`src/rtl/target_table_if.sv`:
```
// Bank-switched branch-target table port bundle.
// Lookup, write and bank-select signals grouped with their results.
interface target_table_if #(
  parameter int ADDR_W    = 5,
  parameter int TARGET_W  = 10,
  parameter int NUM_BANKS = 4
);
  localparam int BANK_W = $clog2(NUM_BANKS);

  logic                BankLoad;
  logic [BANK_W-1:0]   BankSel;
  logic                ReqEn;
  logic [ADDR_W-1:0]   Addr;
  logic                WrEn;
  logic [BANK_W-1:0]   WrBank;
  logic [ADDR_W-1:0]   WrAddr;
  logic [TARGET_W-1:0] WrData;
  logic [TARGET_W-1:0] Target;
  logic                Valid;
  logic                Miss;
  logic                Busy;
  logic [BANK_W-1:0]   ActiveBank;

  modport master (
    output BankLoad, BankSel, ReqEn, Addr,
    output WrEn, WrBank, WrAddr, WrData,
    input  Target, Valid, Miss, Busy, ActiveBank
  );

  modport slave (
    input  BankLoad, BankSel, ReqEn, Addr,
    input  WrEn, WrBank, WrAddr, WrData,
    output Target, Valid, Miss, Busy, ActiveBank
  );
endinterface

```
`src/rtl/target_table.sv`:
```
// Banked branch-target table with written flags and a
// one-entry-per-cycle clear sequence after reset.
module target_table #(
  parameter int ADDR_W    = 5,
  parameter int TARGET_W  = 10,
  parameter int NUM_BANKS = 4
) (
  input logic           Clk,
  input logic           Reset,
  target_table_if.slave bus
);
  localparam int BANK_W  = $clog2(NUM_BANKS);
  localparam int DEPTH   = 2 ** ADDR_W;
  localparam int ENTRIES = NUM_BANKS * DEPTH;
  localparam int IDX_W   = BANK_W + ADDR_W;
  localparam logic [IDX_W-1:0] LAST = IDX_W'(ENTRIES - 1);

  typedef enum logic {
    CLEAR,
    IDLE
  } state_t;

  state_t              state_q;
  state_t              state_d;
  logic [IDX_W-1:0]    clr_q;
  logic [IDX_W-1:0]    clr_d;
  logic                clr_we;
  logic [BANK_W-1:0]   bank_q;
  logic [TARGET_W-1:0] tgt_q;
  logic                vld_q;
  logic                miss_q;

  logic [TARGET_W-1:0] data_mem [ENTRIES];
  logic [ENTRIES-1:0]  flag_q;

  logic                idle;
  logic                do_wr;
  logic                do_rd;
  logic                bypass;
  logic [IDX_W-1:0]    rd_idx;
  logic [IDX_W-1:0]    wr_idx;

  assign idle   = (state_q == IDLE);
  assign rd_idx = {bank_q, bus.Addr};
  assign wr_idx = {bus.WrBank, bus.WrAddr};
  assign do_wr  = idle & bus.WrEn & ~Reset;
  assign do_rd  = idle & bus.ReqEn;
  assign bypass = do_wr & (wr_idx == rd_idx);

  always_comb begin
    state_d = state_q;
    clr_d   = clr_q;
    clr_we  = 1'b0;
    unique case (state_q)
      CLEAR: begin
        clr_we = 1'b1;
        if (clr_q == LAST) begin
          state_d = IDLE;
        end else begin
          clr_d = clr_q + IDX_W'(1);
        end
      end
      IDLE: begin
        clr_d = clr_q;
      end
      default: begin
        state_d = CLEAR;
      end
    endcase
  end

  always_ff @(posedge Clk) begin
    if (Reset) begin
      state_q <= CLEAR;
      clr_q   <= '0;
    end else begin
      state_q <= state_d;
      clr_q   <= clr_d;
    end
  end

  // Storage is not reset; the clear walk zeroes it instead.
  always_ff @(posedge Clk) begin
    if (!Reset) begin
      if (clr_we) begin
        data_mem[clr_q] <= '0;
        flag_q[clr_q]   <= 1'b0;
      end else if (do_wr) begin
        data_mem[wr_idx] <= bus.WrData;
        flag_q[wr_idx]   <= 1'b1;
      end
    end
  end

  always_ff @(posedge Clk) begin
    if (Reset) begin
      bank_q <= '0;
      tgt_q  <= '0;
      vld_q  <= 1'b0;
      miss_q <= 1'b0;
    end else begin
      vld_q <= do_rd;
      if (idle && bus.BankLoad) begin
        bank_q <= bus.BankSel;
      end
      if (do_rd) begin
        if (bypass) begin
          tgt_q  <= bus.WrData;
          miss_q <= 1'b0;
        end else begin
          tgt_q  <= data_mem[rd_idx];
          miss_q <= ~flag_q[rd_idx];
        end
      end
    end
  end

  assign bus.Target     = tgt_q;
  assign bus.Valid      = vld_q;
  assign bus.Miss       = miss_q;
  assign bus.Busy       = (state_q == CLEAR);
  assign bus.ActiveBank = bank_q;
endmodule

```
`src/flat_wrapper.sv`:
```
// flat-port wrapper written by rule: the top's interface ports become plain ports
module target_table_flat 
#(
  parameter int ADDR_W    = 5,
  parameter int TARGET_W  = 10,
  parameter int NUM_BANKS = 4
)
  (Clk, Reset, bus_BankLoad, bus_BankSel, bus_ReqEn, bus_Addr, bus_WrEn, bus_WrBank, bus_WrAddr, bus_WrData, bus_Target, bus_Valid, bus_Miss, bus_Busy, bus_ActiveBank);
  target_table_if #(.ADDR_W(ADDR_W), .TARGET_W(TARGET_W), .NUM_BANKS(NUM_BANKS)) bus_i ();
  input logic Clk;
  input logic Reset;
  input wire logic [$bits(bus_i.BankLoad)-1:0] bus_BankLoad;
  input wire logic [$bits(bus_i.BankSel)-1:0] bus_BankSel;
  input wire logic [$bits(bus_i.ReqEn)-1:0] bus_ReqEn;
  input wire logic [$bits(bus_i.Addr)-1:0] bus_Addr;
  input wire logic [$bits(bus_i.WrEn)-1:0] bus_WrEn;
  input wire logic [$bits(bus_i.WrBank)-1:0] bus_WrBank;
  input wire logic [$bits(bus_i.WrAddr)-1:0] bus_WrAddr;
  input wire logic [$bits(bus_i.WrData)-1:0] bus_WrData;
  output wire logic [$bits(bus_i.Target)-1:0] bus_Target;
  output wire logic [$bits(bus_i.Valid)-1:0] bus_Valid;
  output wire logic [$bits(bus_i.Miss)-1:0] bus_Miss;
  output wire logic [$bits(bus_i.Busy)-1:0] bus_Busy;
  output wire logic [$bits(bus_i.ActiveBank)-1:0] bus_ActiveBank;
  assign bus_i.BankLoad = bus_BankLoad;
  assign bus_i.BankSel = bus_BankSel;
  assign bus_i.ReqEn = bus_ReqEn;
  assign bus_i.Addr = bus_Addr;
  assign bus_i.WrEn = bus_WrEn;
  assign bus_i.WrBank = bus_WrBank;
  assign bus_i.WrAddr = bus_WrAddr;
  assign bus_i.WrData = bus_WrData;
  assign bus_Target = bus_i.Target;
  assign bus_Valid = bus_i.Valid;
  assign bus_Miss = bus_i.Miss;
  assign bus_Busy = bus_i.Busy;
  assign bus_ActiveBank = bus_i.ActiveBank;
  target_table #(.ADDR_W(ADDR_W), .TARGET_W(TARGET_W), .NUM_BANKS(NUM_BANKS)) u_core (.Clk(Clk), .Reset(Reset), .bus(bus_i));
endmodule
```
`config.mk`:
```
export PLATFORM = sky130hd
export DESIGN_NAME = target_table_flat
export DESIGN_NICKNAME = d
export VERILOG_FILES = /design/src/rtl/target_table_if.sv /design/src/rtl/target_table.sv /design/src/flat_wrapper.sv
export SDC_FILE = /design/constraint.sdc
export NUM_CORES = 2
export LEC_CHECK = 0
export BUFFER_PORTS_ARGS = -buffer_cell sky130_fd_sc_hd__buf_2
export CAP_MARGIN = 20
export CORE_UTILIZATION = 56
export CTS_BUF_LIST = sky130_fd_sc_hd__clkbuf_8
export DETAILED_ROUTE_END_ITERATION = 8
export MAX_ROUTING_LAYER = met4
export PLACE_DENSITY = 0.75
export RECOVER_POWER = 25
export SLEW_MARGIN = 20
export SYNTH_ARGS = -nofsm -noshare
export SYNTH_HDL_FRONTEND = slang
export SYNTH_SLANG_ARGS = --single-unit
```
`constraint.sdc`:
```
create_clock -name Clk -period 5.9 [get_ports Clk]
set_input_delay 0.295 -clock Clk [delete_from_list [all_inputs] [get_ports Clk]]
set_output_delay 0.295 -clock Clk [all_outputs]
set_load 0.005 [all_outputs]
```
Yosys cells after proc, flatten, opt, wreduce, memory -nomap -nowiden
Memories as Yosys holds them, arrays and structs flattened. A register that Yosys moved wholly into a read port is not among the register bits.
Cells that the tools add are included.
{"block": "totals", "latch_bits": 0, "register_bits": 140, "mem_bits_ro": 0, "word_cells": 56, "out_inout_bits": 15, "n_memories": 1, "mem_bits_rw": 1280, "inputBits": 29}
{"block": "classes", "addsub": 1, "div": 0, "multipliers": 0, "shifts": 0, "magnitude_cmp": 5, "n_mux": 23, "bitwise_logic": 10, "n_reduce_logical": 6, "eq_ne": 4}
{"memory": "u_core.data_mem", "depth": 128, "width": 10, "rd": 1, "rd_ports_with_merged_regs": 1, "write_ports": 1, "line_no": "target_table.sv:33", "source": "logic [TARGET_W-1:0] data_mem [ENTRIES];"}
{"cell": "128-bit two-way mux", "count": 2}
{"cell": "128-bit bitwise AND", "count": 1}
{"cell": "128-bit NOT", "count": 1}
{"cell": "128-bit bitwise OR", "count": 1}
{"cell": "7-bit by 8-bit less-than comparator with 1-bit output (second input constant)", "count": 3}
{"cell": "7-bit two-way mux", "count": 3}
{"cell": "1-bit demux with 7-bit select", "count": 2}
{"cell": "7-bit by 1-bit >= comparator with 1-bit output (second input constant)", "count": 2}
{"cell": "1-bit two-way mux", "count": 14}
{"cell": "10-bit two-way mux", "count": 1}
{"cell": "10-bit OR reduction", "count": 1}
{"cell": "7-bit by 1-bit adder with 7-bit output (second input constant)", "count": 1}
{"cell": "1-bit binary-select mux with 7-bit select", "count": 1}
{"cell": "7-bit == test", "count": 1}
{"cell": "7-bit == test (second input constant)", "count": 1}
{"cell": "1-bit bitwise AND", "count": 4}
{"cell": "2-bit inequality test (second input constant)", "count": 2}
{"cell": "2-bit AND reduction", "count": 2}
{"cell": "1-bit logical AND", "count": 3}
{"cell": "1-bit NOT", "count": 3}

Logic depth before layout (Yosys ltp)
{"block": "depth", "depth_word": 8, "mapped_depth": 12, "depth_no_buf": 7}

Worst setup path before layout
OpenSTA, ideal clock, no wires.
{"block": "synth_timing", "path_kind": "reg-to-reg", "startpoint": "reg u_core.state_q, in the netlist u_core.idle", "endpoint": "mem u_core.data_mem[100][0] (enable)", "setup_time_ns": 0.379, "path_slack_ns": -0.594, "arrival_ns": 6.114, "period_less_slack_ns": 6.494, "required_time_ns": 5.521, "path_buffers": 2, "stages_incl_launch_ff": 6, "path_cell_list": "dfxtp_1 -> buf_2 -> a21oi_1 -> clkbuf_1 -> nand3_1 -> nor2_1"}
{"block": "synth_via", "elab_chain_len": 8, "elab_cells_between_ends": 12, "cone_classes": "mux: 9; bitwise: 2; reduce/logical: 1"}
{"element": "start, declared", "line_no": "target_table.sv:23", "source": "state_t state_q;"}
{"element": "start signal, assigned", "line_no": "target_table.sv:77", "source": "state_q <= state_d;"}
{"element": "1-bit bitwise AND (2 in series)", "line_no": "target_table.sv:46", "source": "assign do_wr = idle & bus.WrEn & ~Reset;"}
{"element": "1-bit two-way mux", "line_no": "target_table.sv:88", "source": "end else if (do_wr) begin"}
{"element": "1-bit two-way mux", "line_no": "target_table.sv:85", "source": "if (clr_we) begin"}
{"element": "1-bit two-way mux", "line_no": "target_table.sv:84", "source": "if (!Reset) begin"}
{"element": "1-bit two-way mux (not written as such)", "line_no": "target_table.sv:89", "source": "data_mem[wr_idx] <= bus.WrData;"}
{"element": "10-bit OR reduction (no line)"}
{"element": "7-bit two-way mux (no line) or 1-bit two-way mux (tied branches)"}
{"element": "end, declared", "line_no": "target_table.sv:33"}
Several ways; a longest one is shown, not always the timed one.

Final worst setup path
{"block": "layout_timing", "startpoint": "reg u_core.state_q, in the netlist u_core.idle", "endpoint": "mem u_core.data_mem[99][5] (enable)"}
Same word-level chain as after synthesis.

==> impl_metrics.json <==
{
  "run_status": "finished with violations",
  "violations": "capacitance limit, slew limit",
  "synth_area_leaders": "edfxtp_1 (73%), mux4_2 (13%), o21ai_0 (2.4%)",
  "finalCritPeriodShare_pct": 84.43,
  "syn_nets": 3098,
  "ys_seq_area_share_pct": 73.75,
  "yosys.area.top_type_share_pct": 72.99,
  "gr-total-overflow": 0,
  "synth_edf_count": 1408,
  "hpwl_um": 88520,
  "fmax_mhz": 200.8,
  "finalCriticalPeriod_ps": 4981,
  "clock_latency_ps": 900,
  "maxSlewViolCount": 385,
  "grt_use_total_pct": 29.68,
  "synth.distinct_cells": 61,
  "hold_viol_final": 0,
  "synth_common_cells": "edfxtp_1 (1408), mux4_2 (334), o21ai_0 (276)",
  "maxSlewHeadroom_pct": -114.4,
  "antenna_found_initial": 5,
  "drc": 0,
  "synthFlopType": "edfxtp_1",
  "cts_buffer_depth": 3,
  "pin_count": 44,
  "yosysWarningCount": 0,
  "grt_pass1_wl_um": 215300,
  "power.density_nw_per_um2": 303.8,
  "yosysMostFrequentCell": "edfxtp_1",
  "drt_first_iter_violations": 4806,
  "cts.clk_slew.worst_paths_ps": 60,
  "avgViaCountPerCell": 6.863,
  "cp.required_ps": 6400,
  "ys_async_sr_fraction_pct": 0,
  "core_area_um2": 102200,
  "path_class": "reg -> reg",
  "peakVddDrop_mv": 0.1733,
  "row_count": 117,
  "finalSetupViolCount": 0,
  "num_vias": 32590,
  "synth_top_cell_by_area": "edfxtp_1",
  "ys_ff_latch": 1430,
  "arrival_ps": 5480,
  "hold_class": "in -> reg",
  "synthCells": 3068,
  "start_util_pct": 56.69,
  "fin_setup_tns_ps": 0,
  "grt_max_degree": 139,
  "io_buffer_count": 43,
  "cts_made_buffers": 210,
  "fp.dieH_um": 323.6,
  "cts_tree": "built",
  "wl_per_cell_um": 31.30,
  "drtPass1Iterations": 8,
  "syn_area_um2": 57930,
  "fill_cells": 6929,
  "ant_nets": 0,
  "fin_worst_skew_ps": 46.14,
  "die_area_um2": 104700,
  "htree_levels": 4,
  "power_w": 0.01922,
  "fp.dieW_um": 323.6,
  "rsz0062_at_grt": "false",
  "clock_sinks": 1430,
  "ctsRootBufferMaster": "clkbuf_8",
  "gp_congestion": 0.9709,
  "cp-start-kind": "flop",
  "crit_fanout": 47,
  "ff2ff_setup_slack_ps": 920,
  "cp-end-kind": "flop",
  "drt-total-wl_um": 148600,
  "grt_pass1_vias": 32120,
  "nNetsFinal": 3229,
  "drv_cap": 7,
  "area.growth.synth_to_final_pct": 9.188,
  "p_leak_nw": 22.25,
  "worst_pin_slew_ps": 3216,
  "drive_above_1_share_pct": 21.13,
  "avgSynthCellArea_um2": 18.88
}
[state kept, by name (all words and copies together), names as in the netlist]
signal	flops
u_core.data_mem	1280
u_core.flag_q	128
u_core.bus.Target	10
u_core.clr_q	7
u_core.bus.ActiveBank	2
u_core.bus.Miss	1
u_core.bus.Valid	1
u_core.idle	1
[worst max-delay path, cell delays in order, from the launching register on]
cell	delay, ps
dfxtp_1	450
a21oi_4	400
clkbuf_1	1970
nand3_1	720
nor2_1	1070
[per-stage QoR]
step	cell area (um2)	std cells	worst slack (ps)	hold slack (ps)	utilization (%)
after floorplan	57930	3068	1891	442.5	-
after global placement	59300	4343	1643	483.3	58.04
after detailed placement	59300	4343	1431	498.1	58.04
after CTS	63210	4740	1440	52.51	61.86
after global routing	63250	4747	691.3	198.4	61.90
final	63250	4748	918.8	174.3	61.90
[final timing paths]
| path | from | to | cells after the start |
|---|---|---|---|
| max | u_core.idle | u_core.data_mem[99][5] | 4 |
| min | bus_WrData[9] | u_core.bus.Target[9] | 4 |
| max reg2reg | u_core.idle | u_core.data_mem[99][5] | 4 |
| min reg2reg | u_core.bus.Miss | u_core.bus.Miss | 2 |
[logic make-up after synthesis]
kind of cell	after synthesis	synth area share (%)
XOR/XNOR	13	0.1966
AND/OR/NAND/NOR	418	3.335
multiplexers	398	14.50
AO/OA/AOI/OAI	614	6.182
buffers and inverters	194	2.020
adder cells (fa/ha/maj)	1	0.02160
flip-flops	1430	73.75
[routing by layer]
layer	global-route usage (%)	share of wire (%)	routed length (um)	vias to the layer above
met5	-	0	0	-
met4	12.11	4.0	5952	0
met3	9.184	13	19790	388
met2	43.57	46	68920	2578
met1	38.91	36	53940	16590
li1	-	-	-	13030
[layout make-up]
type / instances / area, um2 / area share [%]
clock buffer: 215 / 2959 / 4.678
antenna: 6 / 15.01 / 0.02374
clock inverter: 172 / 842.1 / 1.331
inverter: 8 / 30.03 / 0.04748
sequential: 1430 / 42720 / 67.54
timing repair buffer: 105 / 802.0 / 1.268
multi-input combinational: 1444 / 14170 / 22.40
tap: 1368 / 1712 / 2.706
[power breakdown]
group          internal (W)  switching (W)
registers            0.0111      0.0000481
logic              0.000289       0.000524
clock network       0.00353        0.00374
total                0.0149        0.00432
[what timing repair did]
item | 4_1_cts | 5_1_grt
hold buffers | 10 | 0
hold endpoints to repair | 42 | 0
buffers inserted | 0 | 0
gates resized for setup | 0 | 0
[layout by cell type (no fill, tap or decap), drive strengths merged, types with 8 or more instances in the layout]
master and n:
a211oi 8, a21oi 148, a22oi 95, a311oi 12
and2 16, buf 80, clkbuf 230, clkinv 85
clkinvlp 8, dfxtp 22, dlygate4sd3 10, edfxtp 1408
inv 84, mux2i 44, mux4 348, nand2 65
nand2b 8, nand3 63, nand3b 9, nand4 17
nor2 183, nor2b 13, nor3 12, o21ai 287
o221ai 14, o22ai 23, or3 10, xor2 11
No activity file was read; power rests on OpenSTA's default activity.
